[src/rtl/and4_sweep_pkg.sv]
// Shared types and helpers for the 4-input AND gate sweep driver.
package and4_sweep_pkg;

    typedef enum logic [1:0] {
        IDLE   = 2'd0,
        SETTLE = 2'd1,
        SAMPLE = 2'd2,
        DONE   = 2'd3
    } sweep_state_e;

    // Number of distinct input vectors for an n_in-input gate.
    function automatic int unsigned nvec(input int unsigned n_in);
        return 32'd1 << n_in;
    endfunction

endpackage

[src/rtl/sweep_settle_timer.sv]
// Loadable down-counter that holds each stimulus vector for SETTLE_CYC cycles.
module sweep_settle_timer #(
    parameter int unsigned SETTLE_CYC = 1
) (
    input  logic clk,
    input  logic rst_n,
    input  logic load,
    input  logic dec,
    output logic zero_c
);

    localparam int unsigned W = $clog2(SETTLE_CYC) + 1;
    localparam logic [W-1:0] LOAD_VAL = W'(SETTLE_CYC - 1);

    logic [W-1:0] cnt_q;
    logic [W-1:0] cnt_d;

    always_comb begin
        cnt_d = cnt_q;
        if (load) begin
            cnt_d = LOAD_VAL;
        end else if (dec && (cnt_q != '0)) begin
            cnt_d = cnt_q - W'(1);
        end
    end

    always_ff @(posedge clk or negedge rst_n) begin
        if (!rst_n) begin
            cnt_q <= '0;
        end else begin
            cnt_q <= cnt_d;
        end
    end

    assign zero_c = (cnt_q == '0);

endmodule

[src/rtl/and4_sweep_driver.sv]
// Exhaustive ascending-vector sweep of an AND gate with golden compare and error count.
// Define SWEEP_ERRLOG_EN to add the first_err_vec capture register and port.
module and4_sweep_driver
    import and4_sweep_pkg::*;
#(
    parameter int unsigned N_IN       = 4,
    parameter int unsigned SETTLE_CYC = 1
) (
    input  logic            clk,
    input  logic            rst_n,
    input  logic            start,
    input  logic            dut_o,
    output logic [N_IN-1:0] vec_o,
    output logic            busy,
    output logic            done,
    output logic            pass,
    output logic [N_IN:0]   err_cnt
`ifdef SWEEP_ERRLOG_EN
    ,
    output logic [N_IN-1:0] first_err_vec
`endif
);

    localparam int unsigned     ERR_W    = N_IN + 1;
    localparam int unsigned     NVEC     = nvec(N_IN);
    localparam logic [N_IN-1:0] LAST_VEC = N_IN'(NVEC - 1);

    sweep_state_e    state_q, state_d;
    logic [N_IN-1:0] vec_q, vec_d;
    logic [N_IN:0]   err_cnt_q, err_cnt_d;
    logic            pass_q, pass_d;
    logic            busy_q, busy_d;
    logic            done_q, done_d;
    logic            tmr_load;
    logic            tmr_dec;
    logic            tmr_zero_c;
    logic            mismatch_c;
`ifdef SWEEP_ERRLOG_EN
    logic [N_IN-1:0] first_err_q, first_err_d;
`endif

    sweep_settle_timer #(
        .SETTLE_CYC (SETTLE_CYC)
    ) u_settle_timer (
        .clk    (clk),
        .rst_n  (rst_n),
        .load   (tmr_load),
        .dec    (tmr_dec),
        .zero_c (tmr_zero_c)
    );

    // Golden model: the gate output must equal the reduction-AND of the stimulus.
    assign mismatch_c = (dut_o != (&vec_q));

    always_comb begin
        state_d   = state_q;
        vec_d     = vec_q;
        err_cnt_d = err_cnt_q;
        pass_d    = pass_q;
        busy_d    = busy_q;
        done_d    = 1'b0;
        tmr_load  = 1'b0;
        tmr_dec   = 1'b0;
`ifdef SWEEP_ERRLOG_EN
        first_err_d = first_err_q;
`endif
        case (state_q)
            IDLE, DONE: begin
                if (start) begin
                    state_d   = SETTLE;
                    vec_d     = '0;
                    err_cnt_d = '0;
                    pass_d    = 1'b0;
                    busy_d    = 1'b1;
                    tmr_load  = 1'b1;
`ifdef SWEEP_ERRLOG_EN
                    first_err_d = '0;
`endif
                end else begin
                    state_d = IDLE;
                end
            end
            SETTLE: begin
                if (tmr_zero_c) begin
                    state_d = SAMPLE;
                end else begin
                    tmr_dec = 1'b1;
                end
            end
            SAMPLE: begin
                if (mismatch_c) begin
                    err_cnt_d = err_cnt_q + ERR_W'(1);
`ifdef SWEEP_ERRLOG_EN
                    if (err_cnt_q == '0) begin
                        first_err_d = vec_q;
                    end
`endif
                end
                // Terminal vector always ends the sweep; the index never wraps.
                if (vec_q == LAST_VEC) begin
                    state_d = DONE;
                    done_d  = 1'b1;
                    busy_d  = 1'b0;
                    pass_d  = (err_cnt_d == '0);
                end else begin
                    state_d  = SETTLE;
                    vec_d    = vec_q + N_IN'(1);
                    tmr_load = 1'b1;
                end
            end
            default: begin
                state_d = IDLE;
            end
        endcase
    end

    always_ff @(posedge clk or negedge rst_n) begin
        if (!rst_n) begin
            state_q   <= IDLE;
            vec_q     <= '0;
            err_cnt_q <= '0;
            pass_q    <= 1'b0;
            busy_q    <= 1'b0;
            done_q    <= 1'b0;
        end else begin
            state_q   <= state_d;
            vec_q     <= vec_d;
            err_cnt_q <= err_cnt_d;
            pass_q    <= pass_d;
            busy_q    <= busy_d;
            done_q    <= done_d;
        end
    end

`ifdef SWEEP_ERRLOG_EN
    always_ff @(posedge clk or negedge rst_n) begin
        if (!rst_n) begin
            first_err_q <= '0;
        end else begin
            first_err_q <= first_err_d;
        end
    end

    assign first_err_vec = first_err_q;
`endif

    assign vec_o   = vec_q;
    assign busy    = busy_q;
    assign done    = done_q;
    assign pass    = pass_q;
    assign err_cnt = err_cnt_q;

endmodule

[config.mk]
export PLATFORM = sky130hd
export DESIGN_NAME = and4_sweep_driver
export DESIGN_NICKNAME = d
export VERILOG_FILES = /design/src/rtl/and4_sweep_pkg.sv /design/src/rtl/sweep_settle_timer.sv /design/src/rtl/and4_sweep_driver.sv
export SDC_FILE = /design/constraint.sdc
export NUM_CORES = 1
export LEC_CHECK = 0
export BUFFER_PORTS_ARGS = -buffer_cell sky130_fd_sc_hd__buf_4
export CORE_MARGIN = 4
export CORE_UTILIZATION = 54
export DETAILED_ROUTE_END_ITERATION = 12
export PLACE_DENSITY = 0.77
export SLEW_MARGIN = 0
export SYNTH_ARGS = -nofsm -noshare
export SYNTH_HDL_FRONTEND = slang
export SYNTH_SLANG_ARGS = --single-unit
[constraint.sdc]
create_clock -name clk -period 2.44 [get_ports clk]
set_input_delay 0.244 -clock clk [delete_from_list [all_inputs] [get_ports clk]]
set_output_delay 0.244 -clock clk [all_outputs]
set_load 0.005 [all_outputs]
Yosys cells after proc, flatten, opt, wreduce, memory -nomap -nowiden

Cells that the tools add are included.

Logic and storage cells: 55
Output and inout port bits: 12
Input port bits: 4
Register bits after elaboration: 15

Reductions and logical operators: 10
Eq/ne operators: 9
Multiplexer cells: 26
$add $sub $neg: 3

Operator list:

| cell                  | count |
|---|---|
| $mux W5               | 3 |
| $mux W1               | 13 |
| $pmux W5 S2           | 1 |
| $mux W4               | 2 |
| $ne A2 B2 Y1 const B  | 4 |
| $pmux W4 S2           | 1 |
| $pmux W1 S2           | 3 |
| $pmux W2 S3           | 1 |
| $reduce_and A3 Y1     | 2 |
| $add A5 B1 Y5 const B | 1 |
| $logic_not A5 Y1      | 1 |
| $add A4 B1 Y4 const B | 1 |
| $eq A2 B2 Y1 const B  | 2 |
| $eq A4 B4 Y1 const B  | 1 |
| $mux W2               | 2 |
| $reduce_and A4 Y1     | 1 |
| $reduce_bool A2 Y1    | 2 |
| $eq A2 B1 Y1 const B  | 1 |
| $logic_not A2 Y1      | 1 |
| $reduce_and A2 Y1     | 1 |
| $reduce_or A2 Y1      | 1 |
| $logic_and A1 B1 Y1   | 1 |
| $ne A1 B1 Y1          | 1 |
| $sub A1 B1 Y1 const B | 1 |

Depth between registers and ports, before layout

Gate-level depths: netlist of run 1.

Depth after elaboration: 7
Mapped depth: 8
Mapped depth without buffers: 7

By module

A second synthesis of run 1 with hierarchy kept.

Cells, all modules: 97
Area, all modules: 892.1 um^2

Modules (own cells, without submodules):

| module             | area an instance (um^2) | sequential area each (um^2) | cells an instance | instances |
|---|---|---|---|---|
| and4_sweep_driver  | 850.8                   | 350.3                       | 94                | 1 |
| sweep_settle_timer | 41.3                    | 25.0                        | 3                 | 1 |

Worst setup path before layout of run 1

Ideal clock, no wire load.

Path kind: flip-flop to flip-flop
From: register state_q[0]
To: register vec_q[1] (netlist: vec_o[1])
Cell stages (with the launch flop): 9
Required time: 2.319 ns
Period minus slack after synthesis: 1.745 ns
Arrival: 1.624 ns
Path slack: 0.695 ns
Library setup time: 0.121 ns
Path through: dfrtp_1 > inv_1 > ha_1 > clkbuf_1 > nor2b_1 > nor2_1 > nand3_1 > nand2_1 > a22o_1

Longest elaborated chain between the ends: 4
Elaborated cells between the ends (all ways): 9
Classes of those cells: eq/ne (4); mux (1); reduce/logical (4)

RTL lines:

| what                                                                | RTL line                 | text |
|---|---|---|
| start: declaration                                                  | and4_sweep_driver.sv:28  | `sweep_state_e state_q, state_d;` |
| start signal: assignment                                            | and4_sweep_driver.sv:126 | `state_q <= state_d;` |
| $eq A2 B2 Y1 / $logic_not A2 Y1 (equally long branches)             | and4_sweep_driver.sv:67  | `case (state_q)` |
| $reduce_or A2 Y1                                                    | and4_sweep_driver.sv:67  |  |
| $ne A2 B2 Y1 (no line) / $reduce_bool A2 Y1 (equally long branches) | -                        |  |
| $reduce_and A3 Y1 (no line)                                         | -                        |  |
| end signal: assignment                                              | and4_sweep_driver.sv:127 | `vec_q <= vec_d;` |
| end: declaration                                                    | and4_sweep_driver.sv:29  | `logic [N_IN-1:0] vec_q, vec_d;` |

Several ways; a longest one is shown, not always the timed one.
A chain may end at the register's enable or synchronous reset.

Final worst setup path of run 1

From: register vec_q[0] (netlist: vec_o[0])
To: register err_cnt_q[3] (netlist: err_cnt[3])

Longest elaborated chain between the ends: 5

RTL lines:

| what                   | RTL line                 | text |
|---|---|---|
| $reduce_and A4 Y1      | and4_sweep_driver.sv:53  | `assign mismatch_c = (dut_o != (&vec_q));` |
| $ne A1 B1 Y1           | and4_sweep_driver.sv:53  |  |
| $mux W5                | and4_sweep_driver.sv:91  | `if (mismatch_c) begin` |
| $mux W5                | and4_sweep_driver.sv:67  |  |
| $pmux W5 S2            | and4_sweep_driver.sv:67  |  |
| end signal: assignment | and4_sweep_driver.sv:128 | `err_cnt_q <= err_cnt_d;` |
| end: declaration       | and4_sweep_driver.sv:30  | `logic [N_IN:0] err_cnt_q, err_cnt_d;` |

Every way passes these cells. The select of a mux whose other input is x is not followed.

==> impl_metrics.toml, run 1 <==
[outcome]
status = "completed"

[synth]
synth_edf_count = 0
yosys.area.top_type = "dfrtp_1"
synthCells = 105
yosysMostFrequentCell = "dfrtp_1"
async_reset_ff_frac = 1.000
synth_common_cells = "15 x dfrtp_1, 12 x nand2_1, 8 x nand3_1, 6 x a21oi_1, 6 x o21ai_1"
synth.top_cell.area_share = 0.4043
syn-num-nets = 113
yosysUniqueCellTypes = 32
ys_seq_area_frac = 0.4043
syn-cell-area_um2 = 928.4
ys_warn_count = 0
synth_seq_cells = 15
synthFlopType = "dfrtp_1"
synth_area_per_cell_um2 = 8.842
synth_area_leaders = "dfrtp_1 40%, ha_1 5.4%, nand2_1 4.9%"

[routing]
drt_iter0_markers = 20
remaining_drc_errors = 0
routed_wl_um = 2020
vias_per_cell = 6.191
vias = 842
wl_per_cell_um = 14.85
dr.pass1.iters = 4
drtAntennaViolNets = 0

[setup_path]
cp_slowest_cell = "xnor2_2"
cp-end-kind = "flop"
critPathMaxStageDelay_ps = 480
r2r_cells = 6
worstPathCellList = "ha_1 > nand3_2 > xnor2_2 > nand4_1 > or4b_1 > nand3_1"
critical-path-top-delay-family = "simple AND/OR/NAND/NOR gates"
critPathRequiredTime_ps = 2660
cp.depth = 6
worst-path-max-fanout = 13
cp_num_buf_inv = 0
worstSetupStartpointType = "flop"
criticalPathCategory = "flop to flop"
worstPathArrival_ps = 2380

[finish]
finalNonFillerCells = 136
finalCoreUtilization = 0.6934
drive_gt1_frac = 0.1750
layout-area-overhead-vs-synth_pct = 16.44
nNetsFinal = 129
diodes = 0

[floorplan]
die_width_um = 49.47
die_h_um = 49.47
io_pins = 16
design.core.area_mm2 = 0.001559
start_util = 0.5955
die_area_mm2 = 0.002447
rows = 14

[cts]
clock_latency_ps = 280
ctsResizeCount = 0
cts_buffers = 3
htreeDepth = 1
cts_root_buf = "clkbuf_4"
cts.sinks = 15
cts_tree = "done"
path_clk_slew_ps = 100
cts_buffer_depth = 2

[placed_design]
dp_cells = 131
place_hpwl_um = 1433
place_congestion = 0.8535
portBuffers = 15

[sta]
finalHoldViolations = 0
setup_violations = 0
fmax_mhz = 464.2
drv_slew = 0
fin_hold_ws_ps = 221.8
slew_headroom = 0.5464
grt_setup_unrepaired = "false"
setup_tns_ps = 0
tightest_slew_ps = 680.4
fin_crit_ps = 2154
fin_worst_skew_ps = 1.637
finalCritPeriodShare = 0.8828

[power]
p_leak_uw = 0.0004893
ir_worst_vdd_v = 0.0004376
power_density_mw_per_mm2 = 810.4

[job]
cap_violations = 0

[global_route]
grt_max_degree = 24
antenna_found_initial = 0
grt_first_pass_wirelength_um = 3381
grt_pass1_vias = 708
grt_util_all_layers = 0.1754
grt_overflow = 0

[min_path]
worstHoldPathCells = 2
hold_path.class = "primary input to flop"
-- repair_timing --
item / in CTS / in global routing
setup buffers: 0 / 0
endpoints found under the hold margin: 15 / 0
setup endpoints to repair: 0 / 0
hold buffers: 1 / 0
-- worst paths after layout --
check | from | end | slack, ps
setup reg to reg | vec_o[0]$_DFFE_PN0P_ | err_cnt[3]$_DFFE_PN0P_ | 290
hold / removal | start | u_settle_timer.cnt_q$_DFFE_PN0P_ | 220
min in group asynchronous | rst_n | err_cnt[1]$_DFFE_PN0P_ | 360
max in group asynchronous | rst_n | u_settle_timer.cnt_q$_DFFE_PN0P_ | 1920
setup / recovery | vec_o[0]$_DFFE_PN0P_ | err_cnt[3]$_DFFE_PN0P_ | 290
hold reg to reg | pass$_DFFE_PN0P_ | pass$_DFFE_PN0P_ | 530
-- cells in the final DEF (no fill, tap or decap), types with 3 or more instances in the layout --
cell and instances:
a21oi_1 6, a41oi_1 3, buf_4 16, clkbuf_4 3, dfrtp_1 15, ha_1 4, inv_1 4, mux2i_1 3
nand2_1 12, nand2b_1 3, nand3_1 8, nand4_1 4, nor2_1 3, o21ai_0 5, o21ai_1 6
-- registers in the layout (all words and copies together), names as in the netlist --
| register | count |
|---|---|
| pass | 1 |
| vec_o | 4 |
| state_q | 2 |
| busy | 1 |
| u_settle_timer.cnt_q | 1 |
| err_cnt | 5 |
| done | 1 |
-- metrics by stage --
stage               instance area [um2]  power (uW)  setup WS [ps]
floorplan                         928.4       593.1          694.7
global placement                   1045       718.7          413.8
detailed placement                 1045       724.0          325.8
CTS                                1081       876.8          299.5
global route                       1081       951.6          132.2
finish                             1081       876.1          285.9
-- power by group --
part	total, uW	switching, uW	internal (uW)
clock network	147	83.2	63.4
registers	338	53.9	284
logic	392	229	163
total	876	366	510
-- cell type report --
| type | count | area [um2] |
|---|---|---|
| clock buffer | 4 | 26.28 |
| fill | 121 | 478.0 |
| inverter | 4 | 15.01 |
| multi-input combinational | 80 | 514.2 |
| sequential | 15 | 375.4 |
| tap | 16 | 20.02 |
| timing repair buffer | 17 | 130.1 |
-- kinds of logic after synthesis --
logic type                 synth area share
muxes                               0.03235
xor gates and xnor gates            0.03640
and+or+nand+nor                      0.2358
adders and majority gates           0.05391
AOI/OAI and AO/OA                    0.1954
buffers and inverters               0.04177
DFF                                  0.4043
-- metal layers --
layer	up-vias	part of all wire	GRT usage
met2	19	0.47	0.2545
met4	0	0.0079	0.05530
met5	-	0	0
li1	413	-	-
met1	408	0.49	0.2658
met3	2	0.034	0.02711
Power figures use the tool's default switching activity.
==> inputs of run 2 (changes only) <==
--- a/config.mk
+++ b/config.mk
@@ -10,4 +10,5 @@
 export CORE_UTILIZATION = 54
 export DETAILED_ROUTE_END_ITERATION = 12
+export GPL_TIMING_DRIVEN = 0
 export PLACE_DENSITY = 0.77
 export SLEW_MARGIN = 0
==> constraint.sdc (replaced) <==
create_clock -name clk -period 2.44 [get_ports clk]
set_input_delay 0.244 -clock clk [delete_from_list [all_inputs] [get_ports clk]]
set_output_delay 0.244 -clock clk [all_outputs]
set_load 0.1 [all_outputs]
==> run 2 against run 1 <==
Count of clock-buffer cells in the layout decreased by 1. Final cell count grew 3.7%. Combinational power up 37%. Critical path depth is 2 higher. Total power is 16% higher. Clock power fell by 3%. Die area stayed put. Non-clock buffer count rose by 5. First-iteration DRC count down 15%. Sequential power barely moved. Critical path type unchanged. Critical endpoint is now vec_o[1]$_DFFE_PN0P_. Largest power group unchanged.
==> impl_metrics.toml, run 2 (same netlist as run 1, synthesis figures left out) <==
[outcome]
status = "completed"

[floorplan]
die_area_mm2 = 0.002447
die_h_um = 49.47
design.core.area_mm2 = 0.001559
die_width_um = 49.47
io_pins = 16
rows = 14
start_util = 0.5955

[routing]
wl_per_cell_um = 14.13
drt_iter0_markers = 17
dr.pass1.iters = 4
remaining_drc_errors = 0
vias = 853
vias_per_cell = 6.050
drtAntennaViolNets = 0
routed_wl_um = 1993

[setup_path]
criticalPathCategory = "flop to flop"
critPathRequiredTime_ps = 2620
critPathMaxStageDelay_ps = 430
cp-end-kind = "flop"
worstPathArrival_ps = 2260
crit_path_start = "state_q[0]$_DFFE_PN0P_"
cp-endpoint = "vec_o[1]$_DFFE_PN0P_"
worstSetupStartpointType = "flop"
reg2reg_setup_slack_ps = 360
cp_slowest_cell = "nor2b_1"
rr_endpoint = "vec_o[1]$_DFFE_PN0P_"
r2r_cells = 8
worstPathCellList = "inv_1 > ha_1 > clkbuf_1 > nor2b_1 > nor2_1 > nand3_1 > nand2_1 > a22o_1"
r2r_start = "state_q[0]$_DFFE_PN0P_"
worst-path-max-fanout = 9

[placed_design]
dp_cells = 136
place_congestion = 0.8063
place_hpwl_um = 1474
portBuffers = 15

[finish]
final_cell_mix = "15 x buf_4, 13 x dfrtp_1, 12 x nand2_1"
nFillCells = 118
finalNonFillerCells = 141
drive_gt1_frac = 0.1920
diodes = 0
layout-area-overhead-vs-synth_pct = 18.60
nNetsFinal = 134
final_common_cell = "buf_4"
largest_reg_flops = 5

[cts]
cts_buffers = 3
path_clk_slew_ps = 90
htreeDepth = 1
cts.sinks = 15
cts_buffer_depth = 2
cts_tree = "done"
cts_root_buf = "clkbuf_4"
clock_latency_ps = 280

[sta]
finalCritPeriodShare = 0.8527
setup_tns_ps = 0
drv_slew = 0
fin_worst_skew_ps = 3.181
fin_crit_ps = 2081
slew_headroom = 0.7157
fmax_mhz = 480.6
tightest_slew_ps = 425.5
fin_hold_ws_ps = 213.5
finalHoldViolations = 0
grt_setup_unrepaired = "false"
setup_violations = 0

[power]
swShare = 0.5087
p_switching_uw = 517.8
intPower_uw = 500.0
seq_power_share = 0.331
combPwrFrac = 0.529
pwr-share-clk = 0.140
power_density_mw_per_mm2 = 924.4
ir_worst_vdd_v = 0.0006692
p_leak_uw = 0.0004939

[global_route]
grt_util_all_layers = 0.1864
grt_overflow = 0
grt_first_pass_wirelength_um = 3601
grt_max_degree = 16
grt_pass1_vias = 817
antenna_found_initial = 0

[job]
cap_violations = 0

[min_path]
hold_path.class = "primary input to flop"
run 2: changes by cell type in the layout (fill, tap and decap cells not counted), sizes merged:
| cell | previous run | this run |
|---|---|---|
| clkbuf | 4 | 8 |
| clkinv | 0 | 1 |
run 2: stage by stage:
stage | worst slack (ps) | utilization | power (uW) | instance area (um2)
5_1_grt | 153.2 | 0.7063 | 1100 | 1101
6_report | 359.4 | 0.7063 | 1018 | 1101
3_5_place_dp | 349.1 | 0.6822 | 880.9 | 1064
2_1_floorplan | 184.8 | - | 752.3 | 930.9
3_3_place_gp | 364.8 | 0.6822 | 867.6 | 1064
4_1_cts | 337.0 | 0.7063 | 1023 | 1101
run 2: timing repair:
item | in CTS | in global routing
hold buffers | 1 | 0
endpoints found under the hold margin | 15 | 0
endpoints found under the setup margin | 0 | 0
gates resized for setup | 0 | 0
setup buffers | 0 | 0
run 2: final cells by class:
| cell class | instances | area, um2 | share of cell area |
|---|---|---|---|
| Sequential cell | 15 | 377.9 | 0.3432 |
| Timing Repair Buffer | 16 | 122.6 | 0.1114 |
| Clock inverter | 1 | 5.005 | 0.004545 |
| Buffer | 6 | 23.77 | 0.02159 |
| Tap cell | 16 | 20.02 | 0.01818 |
| Inverter | 4 | 15.01 | 0.01364 |
| Multi-Input combinational cell | 80 | 514.2 | 0.4670 |
| Clock buffer | 3 | 22.52 | 0.02045 |
run 2: worst max-delay path, delay by kind of cell (launching register included):
| family | cells | cell delay [ps] |
|---|---|---|
| flops | 1 | 380 |
| fa+ha+maj | 1 | 260 |
| compound gates | 1 | 170 |
| simple gates | 4 | 810 |
| buf+inv | 2 | 350 |
run 2: power by group through the flow:
stage	combinational (uW)	clock, uW	sequential [uW]
2_1_floorplan	262	0	490
3_3_place_gp	529	0	339
3_5_place_dp	538	0	343
4_1_cts	540	145	338
5_1_grt	593	159	348
6_report	538	142	337
run 2: worst min-delay path by stage:
stage	from	to	slack, ps	cells after the start
2_1_floorplan	rst_n	busy$_DFFE_PN0P_	-50	0
3_3_place_gp	rst_n	done$_DFF_PN0_	110	1
3_5_place_dp	rst_n	done$_DFF_PN0_	110	1
4_1_cts	start	u_settle_timer.cnt_q$_DFFE_PN0P_	210	2
5_1_grt	start	u_settle_timer.cnt_q$_DFFE_PN0P_	230	2
6_report	start	u_settle_timer.cnt_q$_DFFE_PN0P_	210	2
run 2: routing by layer:
layer / up-vias / wire length, um / global-route usage
li1: 427 / - / -
met1: 401 / 934 / 0.2663
met2: 21 / 928 / 0.2857
met3: 4 / 103 / 0.03313
met4: 0 / 27 / 0.05991
met5: - / 0 / 0
